<file path="config.mk">
export PLATFORM = sky130hd
export DESIGN_NAME = bf_prog_loader
export DESIGN_NICKNAME = d
export VERILOG_FILES = /design/src/rtl/bf_prog_loader.sv
export SDC_FILE = /design/constraint.sdc
export NUM_CORES = 2
export LEC_CHECK = 0
export CAP_MARGIN = 20
export CORE_MARGIN = 4
export CORE_UTILIZATION = 40
export CTS_BUF_LIST = sky130_fd_sc_hd__clkbuf_2 sky130_fd_sc_hd__clkbuf_4 sky130_fd_sc_hd__clkbuf_8
export CTS_CLUSTER_SIZE = 14
export DETAILED_ROUTE_END_ITERATION = 12
export GPL_ROUTABILITY_DRIVEN = 1
export PLACE_DENSITY = 0.52
export SLEW_MARGIN = 20
export SYNTH_ARGS = -nofsm -noshare
export SYNTH_HDL_FRONTEND = slang
export SYNTH_SLANG_ARGS = --single-unit
</file>
<file path="constraint.sdc">
create_clock -name clk -period 12.6 [get_ports clk]
set_input_delay 3.78 -clock clk [delete_from_list [all_inputs] [get_ports clk]]
set_output_delay 3.78 -clock clk [all_outputs]
set_load 0.005 [all_outputs]
</file>
<file path="src/rtl/bf_prog_loader.sv">
// Brainfuck program loader: debounced opcode keying, bracket jump table, run handoff.
// Optional LED echo on dbg enabled by defining BF_LOADER_ECHO_EN.
module bf_prog_loader #(
  parameter int unsigned ADDR_W      = 8,
  parameter int unsigned STACK_DEPTH = 16,
  parameter int unsigned DEBOUNCE    = 2
) (
  input  logic              clk,
  input  logic              rst_n,
  input  logic              push,
  input  logic [7:0]        sw,
  input  logic [ADDR_W-1:0] rd_addr,
  output logic [2:0]        rd_op,
  output logic [ADDR_W-1:0] rd_jmp,
  output logic [ADDR_W:0]   prog_len,
  output logic              loading,
  output logic              start,
  output logic [1:0]        err,
  output logic [7:0]        dbg
);

  localparam int unsigned DEPTH = 1 << ADDR_W;
  localparam int unsigned LEN_W = ADDR_W + 1;
  localparam int unsigned SP_W  = $clog2(STACK_DEPTH + 1);
  localparam int unsigned STK_W = (STACK_DEPTH > 1) ? $clog2(STACK_DEPTH) : 1;
  localparam int unsigned CNT_W = $clog2(DEBOUNCE + 1);

  localparam logic [2:0] OP_OPEN  = 3'd6;
  localparam logic [2:0] OP_CLOSE = 3'd7;

  typedef enum logic [1:0] {S_LOAD, S_RUN, S_ERR} state_t;

  state_t            state, state_n;
  logic [1:0]        err_n;
  logic [LEN_W-1:0]  len_n;
  logic [SP_W-1:0]   sp, sp_n;
  logic              start_n;
  logic              do_write, do_push, do_pop;

  logic              push_s1, push_s2, push_q;
  logic              sw7_s1, sw7_s2, sw7_q;
  logic              stable_push, stable_q;
  logic [CNT_W-1:0]  db_cnt;
  logic [2:0]        op_hold;
  logic              accept, sw7_rise, sw7_fall;

  logic [2:0]        mem_op [DEPTH];
  logic [ADDR_W-1:0] jmp    [DEPTH];
  logic [ADDR_W-1:0] stack  [STACK_DEPTH];
  logic [ADDR_W-1:0] waddr, top;

  logic unused_sw;
  assign unused_sw = ^sw[6:3];

  // Input synchronizers, edge history and opcode capture
  always_ff @(posedge clk or negedge rst_n) begin
    if (!rst_n) begin
      push_s1 <= 1'b0;
      push_s2 <= 1'b0;
      push_q  <= 1'b0;
      sw7_s1  <= 1'b0;
      sw7_s2  <= 1'b0;
      sw7_q   <= 1'b0;
      op_hold <= 3'd0;
    end else begin
      push_s1 <= push;
      push_s2 <= push_s1;
      push_q  <= push_s2;
      sw7_s1  <= sw[7];
      sw7_s2  <= sw7_s1;
      sw7_q   <= sw7_s2;
      if (push_s2 && !push_q) op_hold <= sw[2:0];
    end
  end

  // Debounce: a level must differ from stable_push for DEBOUNCE straight cycles
  always_ff @(posedge clk or negedge rst_n) begin
    if (!rst_n) begin
      stable_push <= 1'b0;
      stable_q    <= 1'b0;
      db_cnt      <= '0;
    end else begin
      stable_q <= stable_push;
      if (push_s2 != stable_push) begin
        if (db_cnt == CNT_W'(DEBOUNCE - 1)) begin
          stable_push <= push_s2;
          db_cnt      <= '0;
        end else begin
          db_cnt <= db_cnt + CNT_W'(1);
        end
      end else begin
        db_cnt <= '0;
      end
    end
  end

  assign accept   = stable_push && !stable_q;
  assign sw7_rise = sw7_s2 && !sw7_q;
  assign sw7_fall = !sw7_s2 && sw7_q;
  assign waddr    = prog_len[ADDR_W-1:0];
  assign top      = stack[STK_W'(sp - SP_W'(1))];

  always_ff @(posedge clk or negedge rst_n) begin
    if (!rst_n) begin
      state    <= S_LOAD;
      err      <= 2'd0;
      prog_len <= '0;
      sp       <= '0;
      start    <= 1'b0;
      loading  <= 1'b1;
    end else begin
      state    <= state_n;
      err      <= err_n;
      prog_len <= len_n;
      sp       <= sp_n;
      start    <= start_n;
      loading  <= (state_n == S_LOAD);
    end
  end

  // Run check sees len_n/sp_n so a same-cycle accept is already applied
  always_comb begin
    state_n  = state;
    err_n    = err;
    len_n    = prog_len;
    sp_n     = sp;
    start_n  = 1'b0;
    do_write = 1'b0;
    do_push  = 1'b0;
    do_pop   = 1'b0;
    unique case (state)
      S_LOAD: begin
        if (accept) begin
          if (prog_len == LEN_W'(DEPTH)) begin
            err_n   = 2'd3;
            state_n = S_ERR;
          end else if (op_hold == OP_OPEN && sp == SP_W'(STACK_DEPTH)) begin
            err_n   = 2'd3;
            state_n = S_ERR;
          end else if (op_hold == OP_CLOSE && sp == '0) begin
            err_n   = 2'd2;
            state_n = S_ERR;
          end else begin
            do_write = 1'b1;
            len_n    = prog_len + LEN_W'(1);
            if (op_hold == OP_OPEN) begin
              do_push = 1'b1;
              sp_n    = sp + SP_W'(1);
            end
            if (op_hold == OP_CLOSE) begin
              do_pop = 1'b1;
              sp_n   = sp - SP_W'(1);
            end
          end
        end
        if (state_n == S_LOAD && sw7_rise) begin
          if (sp_n != '0) begin
            err_n   = 2'd1;
            state_n = S_ERR;
          end else if (len_n != '0) begin
            start_n = 1'b1;
            state_n = S_RUN;
          end
        end
      end
      S_RUN: begin
        if (sw7_fall) begin
          state_n = S_LOAD;
          len_n   = '0;
          sp_n    = '0;
        end
      end
      S_ERR: begin
      end
      default: state_n = S_LOAD;
    endcase
  end

  // Program, jump table and bracket stack storage
  always_ff @(posedge clk) begin
    if (do_write) mem_op[waddr] <= op_hold;
    if (do_push) stack[STK_W'(sp)] <= waddr;
    if (do_pop) begin
      jmp[top]   <= waddr;
      jmp[waddr] <= top;
    end
  end

  assign rd_op  = mem_op[rd_addr];
  assign rd_jmp = jmp[rd_addr];

`ifdef BF_LOADER_ECHO_EN
  // LED echo of the last stored opcode and running length
  always_ff @(posedge clk or negedge rst_n) begin
    if (!rst_n) dbg <= 8'd0;
    else if (do_write) dbg <= {op_hold, 5'(len_n)};
  end
`else
  assign dbg = 8'd0;
`endif

endmodule

</file>
==> metrics.txt <==
crit path kind in2out; post-synthesis mux area share 14.9%; Clock Tree Buf Depth 4; FP Rows between 200 and 250; Synth area leaders edfxtp_1 (64%), mux4_2 (14%), o21a_1 (3.4%); CTS H-tree lvls 6; largest net degree at the start of global routing 140; worst hold path class reg2reg; Top FF cell, synth edfxtp_1; Final HPWL DP between 200000 and 300000 um; max_cap viols 0; hold buffers post-CTS 0; post-CTS sizing 0; combinational power share between 20% and 30%; sw power 8.68 mW; DRC viols 0; Placed Cells approximately 13000; crit path DAT 7.98 ns; dpl cell area around 140000 um^2; P&R area growth vs syn 11.6%; Setup violations, final 0; FFs w/ async S/R, synth 1.11%; Starting DRT DRC Count 10100; Post-CTS Repair Setup Buffers 0; crit-path max FO 6; Post-Place Setup Slack 0.884 ns; Initial Util 40.3%; post-route insts no fill 14000; total gr overflow 0; post-layout util 45.0%; cell area power density 168 nW/um^2; Worst setup EP type output port; layout cell share with drive strength beyond 1 23.8%; Pint 17.2 mW; final setup TNS 0 ns; clk sinks ~3000; Setup WS post-layout 0.841 ns; GRT Util Overall 25.7%; Syn. warnings 0; Die ar. approximately 350000 um^2; net switching fraction of the power 33.6%; wire per inst 33.0 um; Worst-Margin Slew between 1 and 1.5 ns; Synth top cells by count edfxtp_1 (2944), nand2_1 (963), mux4_2 (854); most common cell in the netlist edfxtp_1; TritonCTS clock tree built; Setup Skew 0.0797 ns; drt pass-1 iters 6; WP data required 8.82 ns; fin. max-slew vios 0; status completed; Clk Latency, worst-skew pair 1.21 ns; f_max 0.0850 GHz; core area 341000 um^2; fin crit share roughly 93%; placer congestion estimate 0.848; Synth Register Bits 2977; first-pass GRT wire length roughly 650000 um; clock power share 34.5%; syn avg cell area 15.1 um^2; Ports between 50 and 60; Post-Syn Instances slightly above 9000; Routed WL 463000 um; Synth Area in Compound Gates 11.9%; CTS Buf Count 535; # nets final 9109; largest area contributor in the netlist edfxtp_1; Worst slew margin 18.5%; Synth cell types 82; RSZ-0062 raised after global routing no; LEAKAGE 47.3 nW; post-synthesis sequential area ratio 64.9%; area share of the largest cell type after synthesis 64.3%; initial antenna violation count 20; Vias per Instance 6.12; Final Critical Period 11.76 ns; crit start category input pin; Synth Area in XOR/XNOR less than 1%; Simple-Gate Fraction of Synth Area 5.00%; largest family of logic cells by synthesized area multiplexers; Final Cell Area roughly 150000 um^2; sequential power share 43.7%; final hold violation count 0; die height 594 um; Port-buffer cells 38; die width 594 um; Root Driver clkbuf_8; synthesized area 137000 um^2; Synth Area in Adders less than 1%; vias in the first global route 86200; Min Hold Slack 0.350 ns; CTS clk-pin slew, worst paths about 0.060 ns; Post-synth EDFFs 2944; total power 25.8 mW; ANT nets after route 0; VDD IR max 363 uV; via count ~86000
-- registers in the layout (all words and copies together), names as in the netlist --
| signal | count |
|---|---|
| sp | 5 |
| state | 2 |
| prog_len | 9 |
| sw7_q | 1 |
| stable_push | 1 |
| push_q | 1 |
| sw7_s1 | 1 |
| loading | 1 |
| push_s1 | 1 |
| start | 1 |
| stack | 128 |
| db_cnt | 2 |
| push_s2 | 1 |
| err | 2 |
| mem_op | 768 |
| jmp | 2048 |
| sw7_s2 | 1 |
| stable_q | 1 |
| op_hold | 3 |
-- cell type report --
cell class                      count  area [um^2]
Multi-Input combinational cell   5138        44400
Clock buffer                      711         8740
Sequential cell                  2977        89300
Antenna cell                       10         25.0
Fill cell                       30000       187000
Timing Repair Buffer              419         3820
Tap cell                         4536         5680
Inverter                           10         45.0
Clock inverter                    214         1410
-- power by group through the flow --
| stage | Sequential [mW] | Clock, mW | Combinational, mW |
|---|---|---|---|
| after floorplan | 11.5 | 0 | 2.95 |
| after global placement | 11.5 | 0 | 5.42 |
| after detailed placement | 11.5 | 0 | 5.52 |
| after CTS | 11.3 | 9.07 | 5.53 |
| after global routing | 11.3 | 9.54 | 5.85 |
| final | 11.3 | 8.91 | 5.65 |
-- metal layers --
layer  share of wire, %  GRT usage, %
met5             0.0089         0.174
met4                4.5          10.8
met3                9.6          5.71
met2                 46          40.2
met1                 40          34.7
-- cells in the final DEF, fill, tap and decap left out, types with 20 or more instances in the layout --
cell / Yosys / routed
a31oi_1: 110 / 110
a211oi_1: 20 / 20
clkinv_2: 0 / 33
a22oi_1: 32 / 32
nand2b_1: 45 / 45
a21o_1: 57 / 57
nand2_1: 963 / 960
nand3_1: 84 / 59
buf_12: 0 / 45
buf_4: 56 / 334
clkbuf_8: 0 / 545
o21ai_0: 775 / 767
clkdlybuf4s50_1: 0 / 31
a21oi_1: 48 / 48
nand2_2: 19 / 20
mux2i_1: 72 / 72
clkbuf_4: 0 / 168
mux4_2: 854 / 851
o21a_1: 623 / 622
clkinv_1: 0 / 118
mux2_2: 48 / 48
nor2_1: 351 / 338
o21bai_1: 584 / 584
o21ai_1: 185 / 183
edfxtp_1: 2944 / 2944
dfrtp_1: 32 / 20
nor2b_1: 38 / 36
-- worst paths after layout --
check | start | end | slack, ns | depth (start not counted)
hold / removal | push_s1$_DFF_PN0_ | push_s2$_DFF_PN0_ | 0.35 | 0
setup reg to reg | sp[0]$_DFFE_PN0P_ | jmp[28][5]$_DFFE_PP_ | 4.90 | 12
min in group asynchronous | rst_n | start$_DFF_PN0_ | 2.74 | 1
max in group asynchronous | rst_n | prog_len[3]$_DFFE_PN0P_ | 9.22 | 1
hold reg to reg | push_s1$_DFF_PN0_ | push_s2$_DFF_PN0_ | 0.35 | 0
setup / recovery | rd_addr[7] | rd_op[1] | 0.84 | 10
-- critical path, stage by stage --
cell             delay (ns)
clkdlybuf4s50_1        0.61
nor2_1                 0.60
buf_4                  0.34
nand2_1                0.33
buf_4                  0.36
a211oi_1               0.68
a2111oi_0              0.20
buf_4                  0.25
o211a_1                0.20
clkdlybuf4s50_1        0.59
-- cell families after synthesis --
logic type,count (synthesis)
DFF,2977
buffers and inverters,981
xor gates and xnor gates,9
adders and majority gates,9
and+or+nand+nor,1621
muxes,974
AOI/OAI and AO/OA,2517
other,1
(Power assumes the default switching activity.)
